## config.mk

```make
export PLATFORM = sky130hd
export DESIGN_NAME = softmax_result_writer
export DESIGN_NICKNAME = d
export VERILOG_FILES = /design/src/rtl/softmax_result_writer_pkg.sv /design/src/rtl/softmax_result_writer_result_fifo.sv /design/src/rtl/softmax_result_writer.sv
export SDC_FILE = /design/constraint.sdc
export NUM_CORES = 1
export LEC_CHECK = 0
export ABC_AREA = 1
export BUFFER_PORTS_ARGS = -buffer_cell sky130_fd_sc_hd__buf_2
export CAP_MARGIN = 20
export CORE_MARGIN = 2
export CORE_UTILIZATION = 53
export DETAILED_ROUTE_END_ITERATION = 12
export PLACE_DENSITY = 0.77
export SETUP_SLACK_MARGIN = 0.5
export SYNTH_ARGS = -nofsm -noshare
export SYNTH_HDL_FRONTEND = slang
export SYNTH_SLANG_ARGS = --single-unit
```

## constraint.sdc

```tcl
create_clock -name clk -period 3.3 [get_ports clk]
set_input_delay 0.33 -clock clk [delete_from_list [all_inputs] [get_ports clk]]
set_output_delay 0.33 -clock clk [all_outputs]
set_load 0.02 [all_outputs]
```

## src/rtl/softmax_result_writer_pkg.sv

```systemverilog
// Shared definitions for the softmax result writer.
// Holds the default element/lane/address widths used by the softmax core,
// the writer FSM state encoding and the output address helper.
package softmax_result_writer_pkg;

  localparam int SMX_DATAWIDTH = 16;  // fp16 element width
  localparam int SMX_NUM       = 2;   // lanes per packed result word
  localparam int SMX_ADDRSIZE  = 16;  // output memory address width

  typedef enum logic [1:0] {
    IDLE = 2'd0,
    RUN  = 2'd1,
    FIN  = 2'd2
  } wr_state_e;

  // Output address for the off-th word of a run; wraps modulo 2**ADDRSIZE.
  function automatic logic [SMX_ADDRSIZE-1:0] out_addr(
    input logic [SMX_ADDRSIZE-1:0] base,
    input logic [SMX_ADDRSIZE-1:0] off
  );
    return base + off;
  endfunction

endpackage

```

## src/rtl/softmax_result_writer_result_fifo.sv

```systemverilog
// result_fifo: synchronous FIFO buffering packed result words.
// Ports:
//   clk_i, reset_i  - clock, synchronous active-high reset
//   clear_i         - synchronous flush (drops all buffered entries)
//   push_i, wdata_i - write one entry (caller guarantees not full, or pop_i)
//   pop_i           - remove head entry (caller guarantees not empty)
//   full_o, empty_o - occupancy status from registered state
//   head_o          - current head entry
module result_fifo #(
  parameter int WIDTH = 32,
  parameter int DEPTH = 4
) (
  input  logic             clk_i,
  input  logic             reset_i,
  input  logic             clear_i,
  input  logic             push_i,
  input  logic             pop_i,
  input  logic [WIDTH-1:0] wdata_i,
  output logic             full_o,
  output logic             empty_o,
  output logic [WIDTH-1:0] head_o
);

  localparam int AW = $clog2(DEPTH);
  localparam int CW = AW + 1;

  logic [WIDTH-1:0] mem_q [DEPTH];
  logic [AW-1:0]    wr_ptr_q, wr_ptr_d;
  logic [AW-1:0]    rd_ptr_q, rd_ptr_d;
  logic [CW-1:0]    cnt_q, cnt_d;

  // Pointers wrap naturally because DEPTH is a power of two.
  always_comb begin
    wr_ptr_d = wr_ptr_q;
    rd_ptr_d = rd_ptr_q;
    if (push_i) wr_ptr_d = wr_ptr_q + AW'(1);
    if (pop_i)  rd_ptr_d = rd_ptr_q + AW'(1);
    cnt_d = cnt_q + CW'(push_i) - CW'(pop_i);
  end

  always_ff @(posedge clk_i) begin
    if (reset_i || clear_i) begin
      wr_ptr_q <= '0;
      rd_ptr_q <= '0;
      cnt_q    <= '0;
    end else begin
      wr_ptr_q <= wr_ptr_d;
      rd_ptr_q <= rd_ptr_d;
      cnt_q    <= cnt_d;
    end
  end

  // Storage carries data only; validity is tracked by the pointers/count.
  always_ff @(posedge clk_i) begin
    if (push_i) mem_q[wr_ptr_q] <= wdata_i;
  end

  assign full_o  = (cnt_q == CW'(DEPTH));
  assign empty_o = (cnt_q == '0);
  assign head_o  = mem_q[rd_ptr_q];

endmodule

```

## src/rtl/softmax_result_writer.sv

```systemverilog
// softmax_result_writer: captures packed fp16 result words strobed by the
// softmax core, buffers them in a FIFO and writes them to sequential output
// memory addresses over a ready/valid write port, then pulses complete.
// Ports:
//   clk, reset               - clock, synchronous active-high reset
//   init, out_start_addr,
//   num_words                - start (or restart) a run: base address, length
//   in_valid, in_data        - result strobe and word from the core (no stall)
//   wr_en, wr_addr, wr_data,
//   wr_ready                 - output memory write port
//   busy, complete           - run in progress / one-cycle end-of-run pulse
//   overflow, excess         - sticky: word dropped on full FIFO / stray word
module softmax_result_writer
  import softmax_result_writer_pkg::*;
#(
  parameter int DATAWIDTH  = SMX_DATAWIDTH,
  parameter int NUM        = SMX_NUM,
  parameter int ADDRSIZE   = SMX_ADDRSIZE,
  parameter int FIFO_DEPTH = 4
) (
  input  logic                    clk,
  input  logic                    reset,
  input  logic                    init,
  input  logic [ADDRSIZE-1:0]     out_start_addr,
  input  logic [ADDRSIZE-1:0]     num_words,
  input  logic                    in_valid,
  input  logic [DATAWIDTH*NUM-1:0] in_data,
  output logic                    wr_en,
  output logic [ADDRSIZE-1:0]     wr_addr,
  output logic [DATAWIDTH*NUM-1:0] wr_data,
  input  logic                    wr_ready,
  output logic                    busy,
  output logic                    complete,
  output logic                    overflow,
  output logic                    excess
);

  localparam int WW = DATAWIDTH * NUM;

  wr_state_e         state_q, state_d;
  logic [ADDRSIZE-1:0] base_q, base_d;
  logic [ADDRSIZE-1:0] len_q, len_d;
  logic [ADDRSIZE-1:0] acc_cnt_q, acc_cnt_d;
  logic [ADDRSIZE-1:0] wr_cnt_q, wr_cnt_d;
  logic              overflow_q, overflow_d;
  logic              excess_q, excess_d;

  logic              fifo_full, fifo_empty, fifo_clear;
  logic [WW-1:0]     fifo_head;
  logic              in_run, wr_req, pop, push_req, push, drop, stray, last_write;

  result_fifo #(
    .WIDTH (WW),
    .DEPTH (FIFO_DEPTH)
  ) u_fifo (
    .clk_i   (clk),
    .reset_i (reset),
    .clear_i (fifo_clear),
    .push_i  (push),
    .pop_i   (pop),
    .wdata_i (in_data),
    .full_o  (fifo_full),
    .empty_o (fifo_empty),
    .head_o  (fifo_head)
  );

  assign in_run = (state_q == RUN);

  // A write is never requested while reset is high, nor in a cycle where
  // init aborts the run (its buffered words are being discarded).
  assign wr_req     = in_run & ~fifo_empty & ~reset & ~init;
  assign pop        = wr_req & wr_ready;
  assign last_write = pop & ((wr_cnt_q + ADDRSIZE'(1)) == len_q);

  // Pushing into a full FIFO is legal only when the head leaves this cycle,
  // so no bypass path from in_data to wr_data is ever needed.
  assign push_req = in_valid & in_run & (acc_cnt_q < len_q) & ~init;
  assign push     = push_req & (~fifo_full | pop);
  assign drop     = push_req & fifo_full & ~pop;
  assign stray    = in_valid & ~init & (~in_run | (acc_cnt_q == len_q));

  always_comb begin
    state_d    = state_q;
    base_d     = base_q;
    len_d      = len_q;
    acc_cnt_d  = acc_cnt_q;
    wr_cnt_d   = wr_cnt_q;
    overflow_d = overflow_q;
    excess_d   = excess_q;
    fifo_clear = 1'b0;
    if (init) begin
      // Start or abort-and-restart: identical from every state.
      base_d     = out_start_addr;
      len_d      = num_words;
      acc_cnt_d  = '0;
      wr_cnt_d   = '0;
      overflow_d = 1'b0;
      excess_d   = 1'b0;
      fifo_clear = 1'b1;
      state_d    = (num_words == '0) ? FIN : RUN;
    end else begin
      if (push)  acc_cnt_d  = acc_cnt_q + ADDRSIZE'(1);
      if (pop)   wr_cnt_d   = wr_cnt_q + ADDRSIZE'(1);
      if (drop)  overflow_d = 1'b1;
      if (stray) excess_d   = 1'b1;
      unique case (state_q)
        RUN:     if (last_write) state_d = FIN;
        FIN:     state_d = IDLE;
        default: state_d = state_q;
      endcase
    end
  end

  always_ff @(posedge clk) begin
    if (reset) begin
      state_q    <= IDLE;
      base_q     <= '0;
      len_q      <= '0;
      acc_cnt_q  <= '0;
      wr_cnt_q   <= '0;
      overflow_q <= 1'b0;
      excess_q   <= 1'b0;
    end else begin
      state_q    <= state_d;
      base_q     <= base_d;
      len_q      <= len_d;
      acc_cnt_q  <= acc_cnt_d;
      wr_cnt_q   <= wr_cnt_d;
      overflow_q <= overflow_d;
      excess_q   <= excess_d;
    end
  end

  // Outputs read as their reset values while reset is held. wr_data is
  // zeroed when no write is requested so stale FIFO storage never shows;
  // during a stall it stays on the unchanged head entry.
  assign wr_en    = wr_req;
  assign wr_addr  = reset ? '0 : out_addr(base_q, wr_cnt_q);
  assign wr_data  = wr_req ? fifo_head : '0;
  assign busy     = in_run & ~reset;
  assign complete = (state_q == FIN) & ~reset;
  assign overflow = overflow_q & ~reset;
  assign excess   = excess_q & ~reset;

endmodule

```

Word level (Yosys, flattened, before mapping)
Memory sizes are Yosys's and may differ from the RTL's. A register that Yosys moved wholly into a read port is not among the register bits. Cells that the tools add are included.

Memories kept: 1. Word-level logic and storage cells: 67. Bits in writable memories: 128. Output and inout port bits: 53. Bits in registers: 75. Input port bits: 69.

Reduce and logical (&&, ||, !) cells: 6. Mux-type cells: 11. Magnitude comparators: 1. Equal/unequal tests: 6. Bitwise operators: 25. $add $sub $neg: 7.

Memories: u_fifo.mem_q (depth 4, width 32, read ports 1, clocked after Yosys merged registers in 1, wr ports 1, RTL line softmax_result_writer_result_fifo.sv:27) `logic [WIDTH-1:0] mem_q [DEPTH];`.

Operator list (count): $add A16 B1 Y16 const B (2); $eq A16 B16 Y1 (2); $mux W32 (1); $and A1 B1 Y1 (17); $add A16 B16 Y16 (1); $logic_not A16 Y1 (1); $lt A16 B16 Y1 (1); $mux W16 (1); $mux W2 (5); $not A1 Y1 (6); $add A2 B1 Y2 const B (2); $pmux W2 S2 (1); $add A3 B1 Y3 (1); $eq A3 B3 Y1 const B (1); $logic_not A3 Y1 (1); $mux W1 (3); $ne A3 B2 Y1 const B (1); $reduce_bool A3 Y1 (1); $sub A3 B1 Y3 (1); $eq A2 B1 Y1 const B (1); $eq A2 B2 Y1 const B (1); $or A1 B1 Y1 (2); $reduce_and A2 Y1 (1); $reduce_or A2 Y1 (1); $logic_or A1 B1 Y1 (1).

Depth between registers and ports, before layout
Gate-level depths: netlist of run 1.

Depth after elaboration: 10. Depth in mapped cells: 16. Depth with buffers taken out: 15.

Modules after synthesis
A second synthesis of run 1 with hierarchy kept.

Cells, all modules: 1219. Area, all modules: 10428.8 um^2.

By module, submodules not included: result_fifo (area an instance 5509.0 um^2, times used 1, cells an instance 430, sequential area each 4023.9 um^2); softmax_result_writer (area an instance 4919.7 um^2, times used 1, cells an instance 789, sequential area each 1361.3 um^2).

Least setup slack after synthesis of run 1
No wires, ideal clock.

Path type: reg-to-reg. Start point: register len_q[13]. End point: memory u_fifo.mem_q[2][0] (enable). Required time: 2.879 ns. Setup time: 0.421 ns. Period minus slack after synthesis: 3.267 ns. Cell stages (with the launch flop): 11. Arrival: 2.846 ns. Setup slack: 0.033 ns. Path buffers: 1. Cells stage by stage: dfxtp_1 -> inv_1 -> ha_1 -> nand2_1 -> inv_1 -> o21ai_0 -> nand3_1 -> nor2_1 -> nand3_4 -> buf_2 -> nor2_1.

Cells in the longest elaborated chain, start to end: 6.

RTL lines: start, declared (RTL line softmax_result_writer.sv:42) `logic [ADDRSIZE-1:0] len_q, len_d;`; start signal, assigned (RTL line softmax_result_writer.sv:126) `len_q <= len_d;`; $lt A16 B16 Y1 (RTL line softmax_result_writer.sv:77) `assign push_req = in_valid & in_run & (acc_cnt_q < len_q) & ~init;`; $and A1 B1 Y1 (2 in a row) (RTL line softmax_result_writer.sv:77); $and A1 B1 Y1 (RTL line softmax_result_writer.sv:78) `assign push = push_req & (~fifo_full | pop);`; $mux W1 (RTL line softmax_result_writer_result_fifo.sv:55) `if (push_i) mem_q[wr_ptr_q] <= wdata_i;`; $mux W1 (not written as such) (RTL line softmax_result_writer_result_fifo.sv:55); end, declared (RTL line softmax_result_writer_result_fifo.sv:27).

Every way passes these cells.

Worst setup path in the final report of run 1
Start point: register wr_cnt_q[0]. End point: output wr_addr[12].

Cells in the longest elaborated chain, start to end: 2.

RTL lines: start, declared (RTL line softmax_result_writer.sv:44) `logic [ADDRSIZE-1:0] wr_cnt_q, wr_cnt_d;`; start signal, assigned (RTL line softmax_result_writer.sv:128) `wr_cnt_q <= wr_cnt_d;`; $add A16 B16 Y16 (RTL line softmax_result_writer_pkg.sv:21) `return base + off;`; $mux W16 (RTL line softmax_result_writer.sv:138) `assign wr_addr = reset ? '0 : out_addr(base_q, wr_cnt_q);`; end, declared (RTL line softmax_result_writer.sv:29) `output logic [ADDRSIZE-1:0] wr_addr,`.

Every way passes these cells.

==> results of run 1 <==
## sequential cells by signal, indices dropped and copies added, names as in the netlist, named ones only
register,flops
u_fifo.rd_ptr_q,2
acc_cnt_q,16
overflow_q,1
wr_cnt_q,16
u_fifo.mem_q,128
base_q,16
u_fifo.cnt_q,3
u_fifo.wr_ptr_q,2
len_q,16
state_q,2
excess_q,1
## layer usage
layer | routed length [um] | part of all wire [%] | vias to the layer above
met3 | 1350 | 5.9 | 48
met4 | 521 | 2.3 | 0
li1 | - | - | 4030
met5 | 0 | 0 | -
met1 | 10100 | 44 | 3772
met2 | 11000 | 48 | 271
## where the power goes
group | internal, mW | switching (mW) | total (mW) | leakage, nW
registers | 2.76 | 0.0209 | 2.78 | 1.79
clock network | 1.24 | 0.948 | 2.19 | 0.317
logic | 0.110 | 0.192 | 0.303 | 2.57
total | 4.11 | 1.16 | 5.27 | 4.68
## cell usage after synthesis (2+ instances only)
cell      instances
nor4_1            4
or2_2             2
dfxtp_1          77
nand4_1           9
xnor3_1           2
inv_1            78
nor3_1           11
nand3b_1          3
ha_1             39
xnor2_1          11
nand2_1         127
buf_2             5
o21ai_1           3
a31oi_1           3
buf_1             7
o211ai_1          2
a21o_1            2
nand2_2           2
inv_2             4
a21oi_1         110
nor2_1          240
xor2_1           15
fa_1              2
a211oi_1          5
clkbuf_1         34
o21ai_0         130
edfxtp_1        128
o21bai_1          2
nand3_4           2
nand3_1          47
## worst paths after layout
path,to,depth (start not counted)
worst min register to register,u_fifo.rd_ptr_q[1]$_SDFFE_PP0N_,1
worst max-delay path,wr_addr[12],13
worst max register to register,u_fifo.cnt_q[2]$_SDFF_PP0_,12
worst min-delay path,u_fifo.mem_q[2][25]$_DFFE_PP_,1
## cell families (layout without fill, tap and decap cells)
family                     count (synthesis)  after routing  share of synthesized area, %
xor gates and xnor gates                  28             28                          2.76
adders and majority gates                 41             41                          5.34
AOI/OAI and AO/OA                        259            259                          13.5
buffers and inverters                    132            270                          5.18
DFF                                      205            205                          54.5
and+or+nand+nor                          449            449                          18.8
## critical path, cell delays in order (launching register included)
cell	delay [ns]
dfxtp_4	0.35
ha_4	0.16
fa_2	0.35
nand3_2	0.08
a21oi_1	0.08
nor2_2	0.17
inv_2	0.06
nand2_2	0.06
nand2_2	0.06
nand3_1	0.06
nand2_1	0.06
xnor2_1	0.15
nor2_1	0.06
buf_4	0.17
## timing repair
item                                    4_1_cts  5_1_grt
endpoints found under the setup margin        6       24
gates resized for setup                      16       22
setup buffers                                 4        6
pin swaps                                     5        9
endpoints found under the hold margin         0        0
## layout make-up
class | count | area, sq um | area share (%)
tap | 229 | 287 | 2.47
inverter | 84 | 324 | 2.80
clock inverter | 8 | 42.5 | 0.367
timing repair buffer | 148 | 843 | 7.27
clock buffer | 30 | 589 | 5.08
sequential | 205 | 5410 | 46.6
multi-input combinational | 777 | 4100 | 35.4
==> run metrics, run 1 <==
Netlist Area Pre-Place=9890 sq um; asr flop ratio synth=0%; global router's overall resource usage=22.5%; ant diodes=0; clk slew on worst S/H paths=0.06 ns; final worst setup slack=0.592 ns; num rows=49; fin nets=1347; Antenna Violating Nets Remaining=0; f_max=369 MHz; fillcell total=1502; gr ovfl total=0; Seq cells post-synth=205; initial antenna violation count=0; Max VDD drop=0.000353 V; Die Span X=141 um; Final Core Density=63.9%; final wirelength=23.0 mm; hold wc startpoint=in_data[25]; setup repair after global routing missed its margin=true; commonest non-fill, non-tap cell in the layout=nor2_1; critical path startpoint=wr_cnt_q[0]$_SDFFE_PP0N_; crit path kind=reg2out; Area growth, synth to finish=17.2%; initial core utilization=54.5%; Hold WC Path Type=in2reg; Final Wtd Congestion=0.938; post-route minimum period=2.71 ns; via count=8121; Yosys top cell area share=38.9%; drt via density=5.48; MaxCap Viol Count=0; clock skew=0.0198 ns; post-place instance area=10800 sq um; GRT met3 Usage=2.89%; post-synth top area cell=edfxtp_1; pin slew with the least headroom to its limit=0.698 ns; share of cells above drive strength 1=18.0%; die height=141 um; syn_nets=1224; most frequent cells in the layout=232 x nor2_1, 130 x o21ai_0, 128 x edfxtp_1; Wirelength per Cell=15.5 um; flop-to-flop setup slack=0.73 ns; top_reg_cell synth=edfxtp_1; # IOs=122; DRC=0; Root Buffer=clkbuf_16; ratio of final minimum period to clock period=82.1%; PD cells=455 nW/um^2; H-tree Lvls=1; met1 usage=30.2%; Fin Setup TNS=0 ns; Post-Place Setup Slack=0.450 ns; DRT iter0 DRCs=627; CTS Buf Count=21; vias in the first global route=7688; CTS max path bufs=3; core box area=18100 sq um; largest net degree at the start of global routing=65; Worst Path Max Fanout=3; Synth cell types=38; non-filler cells, final=1481; Pre-antenna DRT Iters=5; sequential fraction of the synthesis area=54.5%; Mapped Cells=1114; Avg Cell Area, Syn=8.88 sq um; top cells by area, synth=edfxtp_1 39%, dfxtp_1 16%, nor2_1 9.1%; P_leak=4.68 nW; Syn. warnings=0; CP required=2.97 ns; final setup fails=0; worst rel slew slack=53.4%; crit path DAT=2.38 ns; global-route wire length before repair=36.5 mm; grt met2 use=38.6%; Hold Slack=0.0428 ns; status=finished, final reports clean; Final Slew Violations=0; fin area=11600 sq um; CTS tree=done; crit start category=flip-flop; Inst Count DP=1433; Top Usage Layer GRT=met2; Post-synth EDFFs=128; Final Hold Vio Count=0; FF-to-FF Start=state_q[0]$_SDFFE_PP0P_; clk sink count=205; DP Wirelength=15.1 mm; IO buf count=121; CTS Hold Buffers Added=0; Design Power=5.27 mW; Worst-Skew Late Latency=0.50 ns; Total Die Area=19800 sq um; CP Capture Type=output pin
(Power assumes the default switching activity.)
==> run 2, diff against run 1 <==
==> constraint.sdc (replaced) <==
create_clock -name clk -period 2.28 [get_ports clk]
set_input_delay 0.228 -clock clk [delete_from_list [all_inputs] [get_ports clk]]
set_output_delay 0.228 -clock clk [all_outputs]
set_load 0.02 [all_outputs]
==> run 2 against run 1 <==
  * The flow now finishes with violations (negative setup slack)
  * Critical path depth fell by 1
  * Register-to-register slack got worse by 0.98 ns
  * Combinational power rose to 2.8 times the previous value
  * Wire length rose by 110%
  * Sequential cell count did not move
  * Clock skew rose by 0.031 ns
  * First-iteration DRC count rose to 2.9 times the previous value
==> run metrics, run 2 (synthesis results as in run 1) <==
final worst setup slack=-0.540 ns; GRT met3 Usage=6.69%; Clock power frac=44.5%; CP Capture Type=output pin; DRC=0; Antenna Violating Nets Remaining=0; global-route wire length before repair=55.9 mm; post-route minimum period=2.82 ns; pin slew with the least headroom to its limit=0.568 ns; crit path DAT=2.59 ns; largest net degree at the start of global routing=40; Die Span X=141 um; Reg with most FFs=u_fifo.mem_q; via count=11500; P_leak=6.18 nW; Sw Share=25.5%; non-filler cells, final=1668; slowest stage delay, CP=0.39 ns; Pint=6.56 mW; initial core utilization=54.5%; Final Slew Violations=0; Wirelength per Cell=29.0 um; DP Wirelength=16.1 mm; Comb power frac=9.5%; slowest library cell on the worst path=dfxtp_2; initial antenna violation count=1; Psw=2.24 mW; flop-to-flop setup slack=-0.25 ns; worst rel slew slack=61.7%; CTS max path bufs=3; met1 usage=42.9%; drt via density=6.86; CP required=2.05 ns; num rows=49; PD cells=547 nW/um^2; DRT iter0 DRCs=1824; Max VDD drop=0.000669 V; setup repair after global routing missed its margin=true; critical path's top delay family=simple AND/OR/NAND/NOR gates; dominant cell type by count on the critical path=nand2_2; worst path bufs/invs=2; die height=141 um; share of cells above drive strength 1=47.8%; MaxCap Viol Count=0; max reg flops=128; crit path kind=reg2out; Total Die Area=19800 sq um; final wirelength=48.4 mm; IO buf count=121; Hold WC Path Type=in2reg; crit start category=flip-flop; gr ovfl total=0; core box area=18100 sq um; fillcell total=608; # IOs=122; Final Wtd Congestion=0.914; vias in the first global route=10400; status=finished, violations left; Worst Path Max Fanout=5; crit path cell chain=ha_4 > a21oi_1 > a21oi_2 > nor2_2 > inv_2 > nand2_2 > nand2_2 > nand3_2 > nand2_2 > xnor2_1 > nor2_2 > buf_6; f_max=355 MHz; Design Power=8.80 mW; Inst Count DP=1473; CTS tree=done; H-tree Lvls=1; Root Buffer=clkbuf_16; ratio of final minimum period to clock period=124%; Top Usage Layer GRT=met2; most frequent cells in the layout=171 x nor2_1, 128 x edfxtp_1, 85 x nand2_1; CTS Buf Count=22; Worst-Skew Late Latency=0.56 ns; clk sink count=205; Final Hold Vio Count=0; clk slew on worst S/H paths=0.08 ns; grt met2 use=61.9%; commonest non-fill, non-tap cell in the layout=nor2_1; Flop pwr share=46.0%; Area growth, synth to finish=62.6%; fin nets=1533; failing checks=negative setup slack; ant diodes=0; clock skew=0.0510 ns; Pre-antenna DRT Iters=8; global router's overall resource usage=35.9%; final setup fails=146
## run 2: cell types whose count changed in the layout (fill, tap and decap cells not counted), sizes merged
cell / before / now
bufinv: 0 / 3
clkbuf: 30 / 38
dlygate4sd3: 0 / 48
clkinv: 8 / 6
inv: 83 / 81
clkinvlp: 1 / 2
buf: 148 / 279
## run 2: cell type report
cell class	count	area [sq um]	area share (%)
multi-input combinational	777	5740	35.7
sequential	205	5460	34.0
timing repair buffer	333	3500	21.8
clock buffer	32	608	3.78
inverter	84	349	2.17
tap	229	287	1.78
clock inverter	8	133	0.825
## run 2: through the flow
step           cell area, sq um  hold WS [ns]  setup slack, ns  utilization (%)  TNS [ns]
6_report                  16100        0.0238           -0.540             88.6    -21.89
5_1_grt                   16100        0.0768           -0.561             88.6    -27.16
4_1_cts                   14700        0.0186           -0.319             80.8     -1.71
2_1_floorplan             10100         0.327          -0.0430                -     -2.50
3_5_place_dp              11300         0.438          -0.0161             62.2   -0.0161
3_3_place_gp              11300         0.432           0.0508             62.2         0
## run 2: worst register-to-register path, delay by kind of cell (launching register included)
family | cells | cell delay [ns]
AO/OA/AOI/OAI | 2 | 0.35
adder cells (fa/ha/maj) | 1 | 0.26
buffers and inverters | 6 | 0.72
flip-flops | 1 | 0.38
AND/OR/NAND/NOR | 5 | 0.52
## run 2: path summary, 6_finish.rpt
| check | from | endpoint | cells past startpoint |
|---|---|---|---|
| hold / removal | num_words[12] | len_q[12]$_SDFFE_PP0P_ | 3 |
| setup reg to reg | len_q[1]$_SDFFE_PP0P_ | u_fifo.mem_q[2][27]$_DFFE_PP_ | 14 |
| hold reg to reg | overflow_q$_SDFFE_PP0P_ | overflow_q$_SDFFE_PP0P_ | 2 |
| setup / recovery | wr_cnt_q[3]$_SDFFE_PP0N_ | wr_addr[12] | 12 |
## run 2: timing repair
item | CTS | global route
hold buffers | 48 | 0
endpoints found under the setup margin | 199 | 204
pin swaps | 67 | 86
gates resized for setup | 364 | 297
endpoints found under the hold margin | 144 | 0
gates cloned | 17 | 8
setup buffers | 56 | 26
## run 2: power groups by stage
stage	Sequential, mW	Combinational, mW	Clock [mW]
after floorplan	4.10	0.271	0
after global placement	4.10	0.456	0
after detailed placement	4.11	0.468	0
after CTS	4.03	0.653	3.66
after global routing	4.05	0.870	3.98
final	4.05	0.839	3.91
## run 2: per-layer routing
layer | vias up | share of wire [%] | routed length (um)
li1 | 4434 | - | -
met5 | - | 0.13 | 63
met1 | 5246 | 31 | 14800
met3 | 565 | 13 | 6390
met2 | 1201 | 44 | 21400
met4 | 4 | 12 | 5710
